--- config.mk ---
export PLATFORM = sky130hd
export DESIGN_NAME = action_arbiter
export DESIGN_NICKNAME = d
export VERILOG_FILES = /design/src/rtl/action_arbiter.sv
export SDC_FILE = /design/constraint.sdc
export NUM_CORES = 1
export LEC_CHECK = 0
export ABC_AREA = 0
export CAP_MARGIN = 20
export CORE_AREA = 2 2 83 85
export DETAILED_ROUTE_END_ITERATION = 7
export DIE_AREA = 0 0 85 87
export GPL_ROUTABILITY_DRIVEN = 0
export GPL_TIMING_DRIVEN = 0
export HOLD_SLACK_MARGIN = 0.06
export PLACE_DENSITY = 0.51
export RECOVER_POWER = 50
export SLEW_MARGIN = 25
export SYNTH_ARGS = -nofsm -noshare
export SYNTH_HDL_FRONTEND = slang
export SYNTH_SLANG_ARGS = --single-unit
--- constraint.sdc ---
create_clock -name clk -period 4.13 [get_ports clk]
set_input_delay 0.6195 -clock clk [delete_from_list [all_inputs] [get_ports clk]]
set_output_delay 0.6195 -clock clk [all_outputs]
set_load 0.01 [all_outputs]
--- src/rtl/action_arbiter.sv ---
// Action arbiter between the pet's buttons and its FSM: latches the requests, grants one
// legal action at a time, and runs the test-scenario selection and commit sequence.
module action_arbiter #(
    parameter int HOLD_CYC     = 4,
    parameter int LOCKOUT_CYC  = 1000,
    parameter int TEST_TIMEOUT = 50000,
    parameter int COMMIT_CYC   = 100000
) (
    input  logic       clk,
    input  logic       rst,
    input  logic       req_sleep,
    input  logic       req_awake,
    input  logic       req_feed,
    input  logic       req_play,
    input  logic       req_test,
    input  logic [3:0] state,
    output logic       botonSleep,
    output logic       botonAwake,
    output logic       botonFeed,
    output logic       botonPlay,
    output logic       botonTest,
    output logic [3:0] BpulseTest,
    output logic       busy
);

    localparam int MAX_A   = (HOLD_CYC > LOCKOUT_CYC) ? HOLD_CYC : LOCKOUT_CYC;
    localparam int MAX_B   = (TEST_TIMEOUT > COMMIT_CYC) ? TEST_TIMEOUT : COMMIT_CYC;
    localparam int MAX_CYC = (MAX_A > MAX_B) ? MAX_A : MAX_B;
    localparam int CNT_W   = (MAX_CYC > 1) ? $clog2(MAX_CYC) : 1;

    localparam logic [CNT_W-1:0] HOLD_END   = CNT_W'(HOLD_CYC - 1);
    localparam logic [CNT_W-1:0] LOCK_END   = CNT_W'(LOCKOUT_CYC - 1);
    localparam logic [CNT_W-1:0] TO_END     = CNT_W'(TEST_TIMEOUT - 1);
    localparam logic [CNT_W-1:0] COMMIT_END = CNT_W'(COMMIT_CYC - 1);
    localparam logic [CNT_W-1:0] CNT_MAX    = '1;

    localparam logic [3:0] ST_SLEEP = 4'd3;
    localparam logic [3:0] ST_DEATH = 4'd8;
    localparam logic [3:0] ST_TEST  = 4'd9;

    typedef enum logic [2:0] {
        ARB_IDLE,
        GRANT,
        LOCKOUT,
        TEST_SEL,
        TEST_COMMIT
    } arb_t;

    arb_t             r_state;
    logic [CNT_W-1:0] r_cnt;
    logic [3:0]       r_pend;   // bit order: {play, feed, awake, sleep}
    logic [3:0]       r_act;
    logic [3:0]       r_sel;
    logic             r_test;
    logic [3:0]       r_bpulse;

    logic [3:0]       w_req;
    logic [3:0]       w_legal;
    logic [3:0]       w_win;
    logic [3:0]       w_rest;
    logic [CNT_W-1:0] w_cnt_inc;

    assign w_req     = {req_play, req_feed, req_awake, req_sleep};
    assign w_cnt_inc = (r_cnt == CNT_MAX) ? r_cnt : r_cnt + 1'b1;

    // Legality filter and fixed priority awake > feed > sleep > play
    always_comb begin
        w_legal = r_pend;
        if (state == ST_DEATH || state == ST_TEST) begin
            w_legal = '0;
        end else if (state == ST_SLEEP) begin
            w_legal[0] = 1'b0;
            w_legal[3] = 1'b0;
        end else begin
            w_legal[1] = 1'b0;
        end
        w_win = '0;
        if (w_legal[1])      w_win = 4'b0010;
        else if (w_legal[2]) w_win = 4'b0100;
        else if (w_legal[0]) w_win = 4'b0001;
        else if (w_legal[3]) w_win = 4'b1000;
        w_rest = w_legal & ~w_win;
    end

    always_ff @(posedge clk) begin
        if (rst) begin
            r_state  <= ARB_IDLE;
            r_cnt    <= '0;
            r_pend   <= '0;
            r_act    <= '0;
            r_sel    <= '0;
            r_test   <= 1'b0;
            r_bpulse <= '0;
        end else begin
            case (r_state)
                ARB_IDLE: begin
                    if (req_test) begin
                        r_state <= TEST_SEL;
                        r_test  <= 1'b1;
                        r_sel   <= '0;
                        r_cnt   <= '0;
                        r_pend  <= '0;
                    end else begin
                        r_pend <= w_rest | w_req;
                        if (|w_win) begin
                            r_state <= GRANT;
                            r_act   <= w_win;
                            r_cnt   <= '0;
                        end
                    end
                end
                GRANT: begin
                    r_pend <= r_pend | w_req;
                    if (r_cnt == HOLD_END) begin
                        r_state <= LOCKOUT;
                        r_act   <= '0;
                        r_cnt   <= '0;
                    end else begin
                        r_cnt <= w_cnt_inc;
                    end
                end
                LOCKOUT: begin
                    // The final lockout cycle doubles as the idle evaluation so a
                    // queued loser is granted back-to-back with the lockout end.
                    if (r_cnt == LOCK_END) begin
                        r_pend <= w_rest | w_req;
                        r_cnt  <= '0;
                        if (|w_win) begin
                            r_state <= GRANT;
                            r_act   <= w_win;
                        end else begin
                            r_state <= ARB_IDLE;
                        end
                    end else begin
                        r_pend <= r_pend | w_req;
                        r_cnt  <= w_cnt_inc;
                    end
                end
                TEST_SEL: begin
                    if (req_test) begin
                        r_sel <= (r_sel == 4'd9) ? 4'd1 : r_sel + 4'd1;
                        r_cnt <= '0;
                    end else if (r_cnt == TO_END) begin
                        r_test <= 1'b0;
                        r_cnt  <= '0;
                        if (r_sel != 4'd0) begin
                            r_state  <= TEST_COMMIT;
                            r_bpulse <= r_sel;
                        end else begin
                            r_state <= ARB_IDLE;
                        end
                    end else begin
                        r_cnt <= w_cnt_inc;
                    end
                end
                TEST_COMMIT: begin
                    r_pend <= r_pend | w_req;
                    if (r_cnt == COMMIT_END) begin
                        r_state  <= LOCKOUT;
                        r_bpulse <= '0;
                        r_cnt    <= '0;
                    end else begin
                        r_cnt <= w_cnt_inc;
                    end
                end
                default: begin
                    r_state <= ARB_IDLE;
                end
            endcase
        end
    end

    assign botonSleep = r_act[0];
    assign botonAwake = r_act[1];
    assign botonFeed  = r_act[2];
    assign botonPlay  = r_act[3];
    assign botonTest  = r_test;
    assign BpulseTest = r_bpulse;
    assign busy       = (r_state != ARB_IDLE);

endmodule

### Yosys cells after proc, flatten, opt, wreduce, memory -nomap -nowiden

Cells that the tools add are included.

* register bits after elaboration: 37
* bits of input ports: 11
* output and inout port bits: 10
* logic and storage cells: 103

* add/sub/neg operators: 2
* equal/unequal tests: 23
* muxes and demuxes: 50
* bitwise gates (word level): 4
* reduce and logical (&&, ||, !) cells: 17

Operators by type and width (number)
* $mux W17: 8
* $pmux W17 S5: 1
* $mux W4: 17
* $eq A17 B17 Y1 const B: 2
* $mux W3: 8
* $pmux W4 S3: 2
* $ne A2 B2 Y1 const B: 9
* $add A17 B1 Y17 const B: 1
* $eq A17 B10 Y1 const B: 1
* $eq A17 B16 Y1 const B: 1
* $eq A17 B2 Y1 const B: 1
* $pmux W4 S2: 2
* $pmux W3 S5: 1
* $eq A4 B4 Y1 const B: 3
* $mux W1: 9
* $reduce_bool A3 Y1: 3
* $or A4 B4 Y4: 2
* $reduce_and A4 Y1: 2
* $eq A3 B2 Y1 const B: 2
* $reduce_and A6 Y1: 1
* $reduce_and A5 Y1: 1
* $reduce_bool A5 Y1: 1
* $add A4 B1 Y4 const B: 1
* $and A4 B4 Y4: 1
* 15 further kinds: 16

### Longest topological paths before layout

Gate-level depths: netlist of the first run.

* depth after elaboration: 12
* mapped depth: 8
* mapped depth without buffers: 7

### Worst setup path before layout of the first run

OpenSTA, ideal clock, no wires.

* path type: input to register
* start point: input port state[2]
* end point: register r_cnt[16]
* library setup time: 65 ps
* arrival: 2367 ps
* data required time: 4065 ps
* slack: 1698 ps
* stages on the path: 7
* buffers on the path: 1
* cell sequence: or3b_2 -> o2bb2ai_1 -> a2111o_1 -> and2_1 -> a31o_4 -> buf_8 -> nor2_1

* cells in the longest elaborated chain, start to end: 10
* elaborated cells between the ends (all ways): 17
* classes of those cells: 4 x eq/ne; 10 x mux; 3 x reduce/logical

Ends and longest elaborated chain
* start, declared: line 16 `input logic [3:0] state,`
* $eq A4 B2 Y1 / $eq A4 B4 Y1 (equally long branches): line 71, 69
* $mux W1 / $logic_or A1 B1 Y1 (equally long branches): line 71, 69
* $mux W1: line 69 `if (state == ST_DEATH || state == ST_TEST) begin`
* $mux W4: line 81 `else if (w_legal[3]) w_win = 4'b1000;`
* $mux W4: line 80 `else if (w_legal[0]) w_win = 4'b0001;`
* $mux W4: line 79 `else if (w_legal[2]) w_win = 4'b0100;`
* $mux W4 (*): line 78 `if (w_legal[1]) w_win = 4'b0010;`
* $reduce_or A4 Y1 (*): line 105 `if (|w_win) begin`
* $ne A3 B3 Y1 (no line) (*)
* $reduce_and A2 Y1 (no line) (*)
* end signal, assigned: line 119 `r_cnt <= w_cnt_inc;`
* end signal, assigned: line 136 `r_cnt <= w_cnt_inc;`
* end signal, assigned: line 153 `r_cnt <= w_cnt_inc;`
* end, declared: line 50 `logic [CNT_W-1:0] r_cnt;`

Every way passes the cells marked *; elsewhere a longest branch is shown, timed or not.
A chain may end at the register's enable or synchronous reset.

### Worst setup path after layout of the first run

* start point: input port req_test
* end point: register r_bpulse[0], in the netlist BpulseTest[0]

* cells in the longest elaborated chain, start to end: 2

Ends and longest elaborated chain
* start, declared: line 15 `input logic req_test,`
* $ne A2 B2 Y1 (no line)
* $reduce_and A5 Y1 (no line)
* end signal, assigned: line 148 `r_bpulse <= r_sel;`
* end, declared: line 55 `logic [3:0] r_bpulse;`

Every way passes these cells.

==> run metrics, run 1 <==
CTS tree yes; sequential share of the synthesized area 34.54%; share of cells above drive strength 1 5.102%; Layout Skew 0.007738 ns; Startpoint Class primary input; CP Capture Type flip-flop; most frequent cells in the layout dfxtp_1, nor2_1, a21oi_1; Sw Share 35.46%; Bufs on Longest Clock Path 2; r2r endpoint BpulseTest[0]; top_reg_cell synth dfxtp_1; status completed; Peak supply drop roughly 0.00015 V; Mapped Cells about 270; Reg power frac approximately two fifths; critical path arrival 3.15 ns; hold crit path type reg2reg; Post-Syn Nets 282; port bufs 20; asr flop ratio synth 0%; kind of critical path in2reg; # setup viols final 0; Clk Tree Root Cell clkbuf_8; total power draw 1017 uW; IO Count 21; period utilization 72.35%; RSZ-0062 raised after global routing no; H-tree depth 2; Die Span X between 80 and 90 um; maximum fanout along the worst path 10; Max Cap Viol 0; nets 309; Hold Crit Start BpulseTest[2]; hold depth 2; Die ar. 0.007395 mm^2; Min-Delay Endpoint BpulseTest[2]; origin of the critical flop-to-flop path r_cnt[0]; Worst R2R Setup Slack roughly 1.2 ns; ant diodes 0; post-DR wirelength/cell around 14 um; filler instances 682; Congestion Overflow GR 0; number of flops mapped to enable cells by yosys 0; largest net degree at the start of global routing 11; Detail Route Antenna Nets 0; post-synthesis cell area around 0.0021 mm^2; CTS Hold Bufs 0; Crit path required time 4.29 ns; die height 87 um; slowest cell on the critical path o31ai_1; CP cell instances dlygate4sd3_1 -> clkbuf_1 -> o31ai_1 -> o21ai_0 -> mux2i_1 -> nor2_1; Leakage 0.0008743 uW; Avg Cell Area, Syn 8.032 um^2; num rows 30; initial core utilization 32.65%; final hold violation count 0; GRT Util Overall between 15 and 20%; initial antenna violation count 0; Distinct cells, synth 50; total CTS buffers 5; Syn-to-layout area delta 17.09%; number of global-route vias before repair 1,874; fin crit period around 3.0 ns; commonest non-fill, non-tap cell in the layout dfxtp_1; post-CTS sizing 0; Fin Setup TNS 0 ns; Peak Freq ~330 MHz; Logic pwr share between 30% and 40%; routed wire length 5381 um; Avg Vias per Cell 5.460; Clock Power Share 25.6%; Switching Power about 360 uW; Final HPWL DP 3940 um; vias 2,042; Ys Warns 0; Least-Margin Pin Slew 1.019 ns; Power Density between 400 and 500 mW/mm^2; TritonRoute pass-1 iters 4; CTS clk-pin slew, worst paths 0.07 ns; first-pass GRT wire length between 9000 and 10,000 um; clk sinks 37; Setup Buffers After CTS 0; core area 0.006569 mm^2; Max-slew headroom 31.47%; Seq cells post-synth 37; Clock Latency Late Sink 0.29 ns; Final Slew Violations 0; Iter 0 DRT Violations 79; internal power about 660 uW; Slowest Stage Delay on Critical Path 0.91 ns; worst-case reg-to-reg path depth 7; DR DRC count 0
==> per-stage QoR <==
step                      instance area [um^2]  hold WS (ns)  utilization (%)  cells  worst slack, ns
after global routing                      2511        0.4918            38.23    374           0.8732
after global placement                    2445        0.4525            37.22    367           0.9066
after floorplan                           2145        0.4461                -    267            1.698
after detailed placement                  2445        0.4536            37.22    367           0.9158
after CTS                                 2531        0.4655            38.53    374            1.222
final                                     2511        0.4590            38.23    374            1.142
==> sequential cells by signal, indices dropped and copies added (netlist names) <==
register    cells
r_state         3
r_act           4
r_pend          4
r_sel           4
BpulseTest      4
botonTest       1
r_cnt          17
==> final cells by class <==
type                       count  area, um^2  area share (%)
multi-input combinational    213        1309           52.12
inverter                       6       22.52          0.8969
tap                           80       100.1           3.986
clock buffer                   7       86.33           3.438
buffer                        11       52.55           2.093
sequential                    37       740.7           29.50
timing repair buffer          20       200.2           7.972
==> how the worst max path moves through the flow <==
stage	depth (start not counted)	start	endpoint
finish	6	req_test	BpulseTest[0]
global placement	8	state[3]	r_cnt[13]
CTS	8	state[3]	r_cnt[16]
floorplan	7	state[2]	r_cnt[16]
detailed placement	8	state[3]	r_cnt[0]
global route	6	req_test	BpulseTest[0]
==> critical path, delay by kind of cell <==
| kind | cells | cell delay [ns] |
|---|---|---|
| AOI/OAI and AO/OA | 2 | 1.41 |
| buffers and inverters | 2 | 0.80 |
| muxes | 1 | 0.26 |
| and+or+nand+nor | 1 | 0.05 |
==> Yosys cell counts (2+ instances only) <==
cell       number  area [um^2]
nand4_1         8        50.05
nand2b_1        5        31.28
and3_1          4        25.02
mux2i_1         2        20.02
a22o_1          4        35.03
a22oi_1         2        15.01
a21oi_1        27        135.1
a2111oi_0       4        35.03
clkbuf_1       10        37.54
a311oi_1        3        26.28
o21a_1          2        15.01
nor2_1         32        120.1
nand2_1        19        71.32
ha_1            4        50.05
nor2b_1         2        12.51
inv_1           6        22.52
and4_1          3        26.28
or2_2           2        12.51
nand3b_1        4        30.03
or3_1           6        37.54
nand4b_1        3        26.28
dfxtp_1        37        740.7
nor3_1          8        40.04
xor2_1         10        87.58
nand3_1        17        85.08
a31o_2          2        17.52
o21ai_0        14        70.07
a211oi_1        4        30.03
o2111ai_1       2        17.52
==> metal layers <==
| layer | up-vias | track usage (%) | wire [um] |
|---|---|---|---|
| met3 | 5 | 3.412 | 257 |
| met4 | 0 | 5.195 | 59 |
| met5 | - | 0 | 0 |
| li1 | 1048 | - | - |
| met2 | 44 | 23.44 | 2358 |
| met1 | 945 | 20.91 | 2706 |
==> cell families (layout without fill, tap and decap cells) <==
kind of cell | after synthesis | count (layout) | synth area share (%)
AO/OA/AOI/OAI | 74 | 74 | 23.57
AND/OR/NAND/NOR | 122 | 122 | 30.63
flip-flops | 37 | 37 | 34.54
multiplexers | 2 | 2 | 0.9335
XOR/XNOR | 11 | 11 | 4.492
buffers and inverters | 17 | 44 | 3.500
adder cells (fa/ha/maj) | 4 | 4 | 2.334
==> power groups by stage <==
stage	registers (uW)	clock network (uW)	logic, uW
after floorplan	425	0	241
after global routing	426	284	373
after global placement	428	0	349
final	421	260	336
after CTS	421	271	348
after detailed placement	429	0	346
(Power assumes the default switching activity.)
==> run 2, diff against run 1 <==
--- a/config.mk
+++ b/config.mk
@@ -13,7 +13,7 @@
 export GPL_ROUTABILITY_DRIVEN = 0
 export GPL_TIMING_DRIVEN = 0
 export HOLD_SLACK_MARGIN = 0.06
-export PLACE_DENSITY = 0.51
+export PLACE_DENSITY = 0.53
 export RECOVER_POWER = 50
 export SLEW_MARGIN = 25
 export SYNTH_ARGS = -nofsm -noshare
==> constraint.sdc (replaced) <==
create_clock -name clk -period 2.4 [get_ports clk]
set_input_delay 0.36 -clock clk [delete_from_list [all_inputs] [get_ports clk]]
set_output_delay 0.36 -clock clk [all_outputs]
set_load 0.01 [all_outputs]
==> run metrics, run 2 (synthesized netlist as in run 1, its figures left out) <==
Peak supply drop 0.0002521 V (+65%); total CTS buffers 5 (unchanged); number of global-route vias before repair 1,944 (+3.7%); Least-Margin Pin Slew 0.4978 ns (-0.5214 ns); core area 0.006569 mm^2 (unchanged); Max Cap Viol 0 (unchanged); hold depth 2 (unchanged); CTS Hold Bufs 0 (unchanged); H-tree depth 2 (unchanged); period utilization 99.20%; CTS tree yes; Clk Tree Root Cell clkbuf_8; final hold violation count 0 (unchanged); Leakage 0.0009942 uW (+14%); CP Buf/Inv Count 1 (-1); # setup viols final 0 (unchanged); kind of critical path reg2reg; largest net degree at the start of global routing 11 (unchanged); r2r endpoint r_cnt[16]; Congestion Overflow GR 0 (unchanged); nets 325 (+5.2%); max reg flops 17 (unchanged); Slowest Stage Delay on Critical Path 0.43 ns (-0.48 ns); TritonRoute pass-1 iters 4 (unchanged); ant diodes 0 (unchanged); CP Depth 7 (+1); hold crit path type reg2reg; CP Capture Type flip-flop; Die Span X 85 um (unchanged); Layout Skew 0.005227 ns (-0.002511 ns); IO Count 21 (unchanged); initial antenna violation count 0 (unchanged); status completed; port bufs 20 (unchanged); origin of the critical flop-to-flop path r_cnt[12]; GRT Util Overall 15.67% (+0.48 points); most frequent cells in the layout dfxtp_1, nor2_1, a21oi_1; Die ar. 0.007395 mm^2 (unchanged); vias 2,127 (+4.2%); Syn-to-layout area delta 27.30%; Crit path required time 2.59 ns (-1.70 ns); Startpoint Class flip-flop; commonest non-fill, non-tap cell in the layout dfxtp_1; worst setup path startpoint r_cnt[12]; crit path to r_cnt[16]; Worst R2R Setup Slack 0.02 ns (-1.22 ns); Clock Latency Late Sink 0.29 ns (about the same); cell family with most CP delay simple AND/OR/NAND/NOR gates; Final HPWL DP 3985 um (+1.1%); Bufs on Longest Clock Path 2 (unchanged); slowest cell on the critical path or4_4; Iter 0 DRT Violations 142 (+80%); maximum fanout along the worst path 7 (-3); Max-slew headroom 66.82% (+35 points); initial core utilization 32.65% (unchanged); die height 87 um (unchanged); share of cells above drive strength 1 14.19% (+9.1 points); DR DRC count 0 (unchanged); Power Density 705.7 mW/mm^2 (+74%); clk sinks 37 (unchanged); Final Slew Violations 0 (unchanged); fin crit period roughly 2.4 ns; CTS clk-pin slew, worst paths 0.07 ns (about the same); first-pass GRT wire length 9466 um (+4.0%); Avg Vias per Cell 5.454 (-0.11%); Place WS -0.5205 ns (-1.436 ns); Final WS setup 0.01926 ns (-1.123 ns); filler instances 671 (-1.6%); routed wire length 5712 um (+6.2%); critical path arrival 2.57 ns (-0.58 ns); Inst Count DP 367 (unchanged); Detail Route Antenna Nets 0 (unchanged); CP cell instances or3_4 -> or4_4 -> o311a_4 -> nor3b_4 -> a31o_4 -> clkbuf_16 -> nor2_1; Worst Hold Slack 0.4622 ns (+0.003125 ns); non-filler instance count after layout 390 (+4.3%); worst-case reg-to-reg path depth 7 (unchanged); Peak Freq 420.0 MHz; post-DR wirelength/cell 14.65 um (+1.8%); Most flops, register r_cnt; num rows 30 (unchanged)
-- run 2: tightest hold or removal path, cell delays in order (launching register included) --
cell     delay, ns
dfxtp_1       0.31
nand2_1       0.05
a21oi_1       0.05
-- run 2: metal layers --
metal / vias up / part of all wire [%] / global-route usage [%]
met5: - / 0 / 0
met1: 996 / 50 / 20.99
met4: 0 / 1.8 / 4.906
met2: 39 / 45 / 25.21
met3: 10 / 3.5 / 3.412
li1: 1082 / - / -
-- run 2: through the flow --
step	utilization (%)	instance area [um^2]	TNS [ns]	power, uW
finish	41.56	2730	0	1927
global route	41.56	2730	-0.1822	2047
CTS	39.60	2601	0	1872
detailed placement	37.22	2445	-8.649	1337
global placement	37.22	2445	-8.392	1335
floorplan	-	2145	0	1145
-- run 2: where the power goes --
part / leakage [uW] / switching [uW] / internal [uW]
clock: 0.0000443 / 223 / 228
sequential: 0.000301 / 59.7 / 667
combinational: 0.000648 / 390 / 358
total: 0.000994 / 673 / 1250
-- run 2: what timing repair did --
action                                  CTS  global route
hold endpoints to repair                  0             0
buffers inserted                          5            10
gates cloned                              0             1
pin swaps                                 4             7
endpoints found under the setup margin   27            27
gates resized for setup                   9            12
-- run 2: layout make-up --
class / instances / area (um^2) / share of cell area (%)
Multi-Input combinational cell: 213 / 1374 / 50.32
Timing Repair Buffer: 36 / 345.3 / 12.65
Inverter: 6 / 22.52 / 0.8249
Clock buffer: 7 / 86.33 / 3.162
Buffer: 11 / 53.80 / 1.971
Sequential cell: 37 / 748.2 / 27.41
Tap cell: 80 / 100.1 / 3.666
-- run 2: worst min path at each step --
| stage | from | to |
|---|---|---|
| 2_1_floorplan | r_pend[1] | r_pend[1] |
| 3_3_place_gp | BpulseTest[2] | BpulseTest[2] |
| 5_1_grt | BpulseTest[3] | BpulseTest[3] |
| 4_1_cts | BpulseTest[2] | BpulseTest[2] |
| 6_report | BpulseTest[2] | BpulseTest[2] |
| 3_5_place_dp | BpulseTest[2] | BpulseTest[2] |
